File: src/rtl/vga_timing_gen.sv
// Raster timing source: pixel strobe, DrawX/DrawY, sync, blanking and frame events.
// Latency: decoded outputs are combinational from hc/vc; FrameStart is registered (1 Clk after the wrap edge).
// Backpressure: none; free-running, and only Reset stalls and restarts the raster.
module vga_timing_gen #(
  parameter int H_VISIBLE = 640,
  parameter int H_FRONT   = 16,
  parameter int H_SYNC    = 96,
  parameter int H_BACK    = 48,
  parameter int V_VISIBLE = 480,
  parameter int V_FRONT   = 10,
  parameter int V_SYNC    = 2,
  parameter int V_BACK    = 33,
  parameter int CLK_DIV   = 2
) (
  input  logic       Clk,
  input  logic       Reset,
  output logic       PixelEn,
  output logic       PixelClk,
  output logic       hs,
  output logic       vs,
  output logic       Blank,
  output logic       sync,
  output logic [9:0] DrawX,
  output logic [9:0] DrawY,
  output logic       FrameStart,
  output logic       VBlank,
  output logic [7:0] FrameCount
);

  localparam int H_TOTAL = H_VISIBLE + H_FRONT + H_SYNC + H_BACK;
  localparam int V_TOTAL = V_VISIBLE + V_FRONT + V_SYNC + V_BACK;
  localparam int DIV_W   = (CLK_DIV > 1) ? $clog2(CLK_DIV) : 1;

  localparam logic [DIV_W-1:0] DIV_LAST = DIV_W'(CLK_DIV - 1);
  localparam logic [DIV_W-1:0] DIV_HALF = DIV_W'(CLK_DIV / 2);

  localparam logic [9:0] HC_LAST = 10'(H_TOTAL - 1);
  localparam logic [9:0] VC_LAST = 10'(V_TOTAL - 1);

  // 11-bit bounds so a window edge landing exactly on 1024 still compares correctly.
  localparam logic [10:0] H_VIS_END = 11'(H_VISIBLE);
  localparam logic [10:0] HS_START  = 11'(H_VISIBLE + H_FRONT);
  localparam logic [10:0] HS_END    = 11'(H_VISIBLE + H_FRONT + H_SYNC);
  localparam logic [10:0] V_VIS_END = 11'(V_VISIBLE);
  localparam logic [10:0] VS_START  = 11'(V_VISIBLE + V_FRONT);
  localparam logic [10:0] VS_END    = 11'(V_VISIBLE + V_FRONT + V_SYNC);

  logic [DIV_W-1:0] div;
  logic [9:0]       hc;
  logic [9:0]       vc;
  logic             div_last;
  logic             line_end;
  logic             frame_end;
  logic [10:0]      hc_x;
  logic [10:0]      vc_x;

  assign div_last  = (div == DIV_LAST);
  assign line_end  = (hc == HC_LAST);
  assign frame_end = line_end && (vc == VC_LAST);
  assign hc_x      = {1'b0, hc};
  assign vc_x      = {1'b0, vc};

  // Clk-rate divider; the last count of each period is the pixel strobe.
  always_ff @(posedge Clk) begin
    if (Reset) begin
      div <= '0;
    end else if (div_last) begin
      div <= '0;
    end else begin
      div <= div + 1'b1;
    end
  end

  // Raster counters advance one pixel per strobe, wrapping line then frame.
  always_ff @(posedge Clk) begin
    if (Reset) begin
      hc <= '0;
      vc <= '0;
    end else if (div_last) begin
      if (line_end) begin
        hc <= '0;
        vc <= (vc == VC_LAST) ? 10'd0 : vc + 10'd1;
      end else begin
        hc <= hc + 10'd1;
      end
    end
  end

  // Frame events: one-Clk pulse and completed-frame count on the wrap to (0,0).
  always_ff @(posedge Clk) begin
    if (Reset) begin
      FrameStart <= 1'b0;
      FrameCount <= '0;
    end else begin
      FrameStart <= div_last && frame_end;
      if (div_last && frame_end) begin
        FrameCount <= FrameCount + 8'd1;
      end
    end
  end

  // Decoded raster outputs; sync/blank forced inactive while Reset is held.
  always_comb begin
    PixelEn  = div_last && !Reset;
    PixelClk = (div >= DIV_HALF);
    Blank    = !Reset && (hc_x < H_VIS_END) && (vc_x < V_VIS_END);
    hs       = Reset || !((hc_x >= HS_START) && (hc_x < HS_END));
    vs       = Reset || !((vc_x >= VS_START) && (vc_x < VS_END));
    VBlank   = (vc_x >= V_VIS_END);
    sync     = 1'b0;
    DrawX    = hc;
    DrawY    = vc;
  end

endmodule

File: config.mk
export PLATFORM = sky130hd
export DESIGN_NAME = vga_timing_gen
export DESIGN_NICKNAME = d
export VERILOG_FILES = /design/src/rtl/vga_timing_gen.sv
export SDC_FILE = /design/constraint.sdc
export NUM_CORES = 1
export LEC_CHECK = 0
export CORE_ASPECT_RATIO = 0.5
export CORE_MARGIN = 4
export CORE_UTILIZATION = 54
export CTS_BUF_LIST = sky130_fd_sc_hd__clkbuf_4
export CTS_CLUSTER_SIZE = 14
export DETAILED_ROUTE_END_ITERATION = 10
export PLACE_DENSITY_LB_ADDON = 0.15
export SLEW_MARGIN = 20
export SYNTH_ARGS = -nofsm -noshare
export SYNTH_HDL_FRONTEND = slang
export SYNTH_SLANG_ARGS = --single-unit
File: constraint.sdc
create_clock -name Clk -period 2.9 [get_ports Clk]
set_clock_uncertainty 0.05 [all_clocks]
set_input_delay 0.725 -clock Clk [delete_from_list [all_inputs] [get_ports Clk]]
set_output_delay 0.725 -clock Clk [all_outputs]
set_load 0.1 [all_outputs]
# == After elaboration in Yosys (flattened, before gate mapping) ==
# Cells that the tools add are included.
# classes
addsub,4
multipliers,0
div,0
order_cmp,8
eq_ne,2
n_shift,0
mux,2
n_bitwise,0
n_reduce_logical,14
# ops
cell,n
"10-bit by 1-bit adder with 10-bit output, second input constant",2
"10-bit == test, second input constant",2
"10-bit by 9-bit >= comparator with 1-bit output, second input constant",2
"10-bit < comparator, second input constant",2
"10-bit by 9-bit < comparator with 1-bit output, second input constant",2
10-bit two-way mux,2
"10-bit >= comparator, second input constant",1
"8-bit by 1-bit adder with 8-bit output, second input constant",1
1-bit logical AND,7
1-bit zero test,3
1-bit logical OR,2
2-bit AND reduction,1
2-bit OR reduction,1
"1-bit adder, second input constant",1
"1-bit >= comparator, second input constant",1
# totals
register_bits,30
latch_bits,0
ram_bits,0
romBits,0
inputBits,2
out_inout_bits,36
wordCells,35
n_memories,0

# == Longest topological paths before layout ==
# depth
depth_word,4
mapped_depth,7
ltp_nobuf,6

# == Least setup slack after synthesis ==
# Ideal clock, no wire load.
# synth_path
path_kind,register to output
start,reg div
end,out PixelEn
arrival_ns,2.684
t_required_ns,2.125
setup_slack_ns,-0.559
path_stages_with_launch,3
path_buffers,1
path_cell_list,dfxtp_1 clkbuf_1 nor2b_1
# synth_between
elab_chain_len,1
# synth_lines
item,line,source
"start, declared",48,logic [DIV_W-1:0] div;
"start signal, assigned",70,div <= div + 1'b1;
1-bit logical AND,104,PixelEn = div_last && !Reset;
"end, declared",17,"output logic PixelEn,"
# No other way between the ends.

# == Worst setup path in the final report ==
# layout_path
start,in Reset
end,out vs
# layout_between
elab_chain_len,1
# layout_lines
item,line,source
"start, declared",16,"input logic Reset,"
1-bit logical OR,108,vs = Reset || !((vc_x >= VS_START) && (vc_x < VS_END));
"end, declared",20,"output logic vs,"
# No other way between the ends.

==> impl_metrics.py <==
metrics = {
    "detailed_routing": {
        "antenna_left": 0,
        "routed_via_density": 5.64,
        "routedWlPerCell_um": 13.4,
        "wirelength_um": 3430,
        "first_pass_iters": 4,
        "drt_iter0_drc": 67,
        "drt_drc_violations_left": 0,
        "vias": 1439,
    },
    "global_route": {
        "grt_max_degree": 31,
        "top_usage_layer": "met2",
        "met1_usage_pct": 22.4,
        "grt_pass1_wl_um": 5740,
        "overflow": 0,
        "globalRouteTotalUtil_pct": 19.3,
        "antenna_found_initial": 0,
        "use_met3_pct": 6.50,
        "grt_use_met2_pct": 33.9,
        "grt_pass1_vias": 1268,
    },
    "setup_path": {
        "cp.arrival_ns": 2.02,
        "crit_path_end_kind": "primary output",
        "critPathKind": "in -> out",
        "r2r_slack_ns": 0.69,
        "crit_path_start": "Reset",
        "critPathSlowestCell": "or4_1",
        "rr_endpoint": "FrameCount[5]",
        "critical_path.max_stage_delay_ns": 0.45,
        "ff2ff_path_depth": 5,
        "cp_cell_sequence": "clkdlybuf4s50_1 -> nor2_1 -> nand3b_1 -> or4_1 -> buf_12",
        "worst_setup_path_start_kind": "input port",
        "crit_end": "vs",
        "crit_path_max_fanout": 2,
        "reg2reg_from": "DrawX[0]",
        "required_ns": 2.12,
    },
    "floorplanning": {
        "dieArea_um2": 3790,
        "die_h_um": 45.6,
        "ios": 38,
        "rows": 13,
        "start_util_pct": 57.5,
        "die_w_um": 83.1,
        "core_um2": 2650,
    },
    "finish": {
        "fin_nets": 224,
        "fill_cells": 214,
        "drive_above_1_share_pct": 27.1,
        "instances_no_fill": 255,
        "fin_util_pct": 73.1,
        "layout-area-overhead-vs-synth_pct": 27.1,
        "final_common_cell": "buf_4",
        "antennaDiodeCount": 0,
        "layout_common_cells": "buf_4, dfxtp_1, nor2_1",
    },
    "synth": {
        "syn_nets": 188,
        "synth.distinct_cells": 34,
        "synth_xor_area_share_pct": 6.90,
        "ys_ff_latch": 30,
        "synthMuxAreaShare_pct": 0,
        "synth_top_family_by_area": "simple AND/OR/NAND/NOR gates",
        "avgSynthCellArea_um2": 8.42,
        "syn-cell-area_um2": 1520,
        "synth-seq-area-share_pct": 39.4,
        "synth_compound_area_share_pct": 12.9,
        "synth_fa_ha_area_share_pct": 4.11,
        "synth-simple-area-share_pct": 31.3,
        "yosysWarnings": 0,
        "synth_cells": 181,
    },
    "clocking": {
        "htree_levels": 2,
        "hold_buffers": 0,
        "clk_latency_ns": 0.33,
        "tritoncts": "built",
        "clock_path_buffers": 2,
        "path_clk_slew_ns": 0.09,
        "cts_resized": 0,
        "cts_buffers": 5,
        "clock-root-buffer": "clkbuf_4",
        "cts_setup_buffers": 0,
        "cts_sinks": 30,
    },
    "flow_run": {
        "cap_violations": 0,
    },
    "place": {
        "place_congestion": 0.784,
        "placed_cells": 247,
        "io_buffer_count": 36,
        "hpwlAfterDp_um": 2490,
        "preCtsSetupSlack_ns": 0.0974,
    },
    "pwr": {
        "cellPowerDensity_nw_per_um2": 377,
        "p_leak_nw": 0.723,
        "vdd_ir_drop_max_uv": 213,
    },
    "timing": {
        "max_freq_mhz": 358,
        "tns_ns": 0,
        "fin_ws_ns": 0.104,
        "fin_crit_sh_pct": 96.4,
        "slew_viol_final": 0,
        "hold_viol_final": 0,
        "min_period_ns": 2.80,
        "finalSetupViolCount": 0,
        "rsz0062_at_grt": "false",
    },
    "outcome": {
        "run_status": "finished clean",
    },
    "min_path": {
        "worst_hold_path_type": "reg -> reg",
        "worstHoldStart": "FrameCount[7]",
    },
}
[where the power goes]
part	leakage, nW	switching, mW	internal (mW)
clock	0.0331	0.142	0.100
sequential	0.247	0.00521	0.414
combinational	0.442	0.0523	0.0172
total	0.723	0.199	0.532
[cells in the mapped netlist]
| master | number | area share [%] |
|---|---|---|
| a21oi_1 | 13 | 4.3 |
| a31oi_1 | 1 | 0.41 |
| and3_1 | 5 | 2.1 |
| and4_1 | 1 | 0.57 |
| buf_4 | 1 | 0.49 |
| buf_6 | 1 | 0.74 |
| clkbuf_1 | 7 | 1.7 |
| conb_1 | 1 | 0.25 |
| dfxtp_1 | 30 | 39 |
| ha_1 | 5 | 4.1 |
| inv_1 | 9 | 2.2 |
| nand2_1 | 9 | 2.2 |
| nand2b_1 | 3 | 1.2 |
| nand3_1 | 12 | 3.9 |
| nand3b_1 | 1 | 0.49 |
| nand4_1 | 5 | 2.1 |
| nand4b_1 | 1 | 0.57 |
| nand4bb_4 | 1 | 1.8 |
| nor2_1 | 19 | 4.7 |
| nor2b_1 | 1 | 0.41 |
| nor3_1 | 5 | 1.6 |
| nor4_1 | 3 | 1.2 |
| nor4bb_1 | 1 | 0.66 |
| o21a_1 | 1 | 0.49 |
| o21ai_0 | 6 | 2.0 |
| o21ba_2 | 1 | 0.66 |
| o21bai_2 | 1 | 0.74 |
| o22ai_1 | 1 | 0.41 |
| o31ai_1 | 8 | 3.9 |
| or3_1 | 5 | 2.1 |
| or3_4 | 1 | 0.74 |
| or4_1 | 10 | 4.9 |
| xnor2_1 | 8 | 4.6 |
| xor2_1 | 4 | 2.3 |
[cells by family (layout without fill, tap and decap cells)]
family / after synthesis / count (layout)
adders and majority gates: 5 / 5
DFF: 30 / 30
buffers and inverters: 18 / 55
and+or+nand+nor: 83 / 83
other: 1 / 1
xor gates and xnor gates: 12 / 12
AOI/OAI and AO/OA: 32 / 32
[metrics by stage]
step                power, mW  hold slack (ns)  cell area [µm²]
floorplan               0.483            0.668             1540
global placement        0.498            0.421             1880
detailed placement      0.499            0.432             1880
CTS                     0.738            0.445             1940
global route            0.758            0.475             1940
finish                  0.731            0.440             1940
[state kept, by name, indices dropped and copies added (netlist names)]
register    count
FrameCount      8
DrawX          10
div             1
FrameStart      1
DrawY          10
[critical path, delay by kind of cell]
kind                   cells  cell delay (ns)
buffers and inverters      2             0.64
and+or+nand+nor            3             0.65
[routing by layer]
metal | wire, µm | part of all wire (%) | vias up
li1 | - | - | 715
met1 | 1580 | 46 | 683
met2 | 1620 | 47 | 34
met3 | 181 | 5.3 | 7
met4 | 46 | 1.3 | 0
met5 | 0 | 0 | -
[final cells by class]
class	count	area (µm²)	area share, %
multi-input combinational	133	852	44.0
sequential	30	613	31.7
timing repair buffer	38	338	17.4
tap	37	46.3	2.39
clock buffer	6	45.0	2.33
inverter	9	33.8	1.74
clock inverter	2	8.76	0.452
[worst min path at each step]
stage | end | slack (ns) | cells after the start
after floorplan | DrawY[7] | 0.67 | 2
after global placement | FrameCount[7] | 0.42 | 2
after detailed placement | FrameCount[7] | 0.43 | 2
after CTS | FrameCount[7] | 0.44 | 2
after global routing | DrawY[7] | 0.48 | 2
final | FrameCount[7] | 0.44 | 2
No activity file was read; power rests on OpenSTA's default activity.
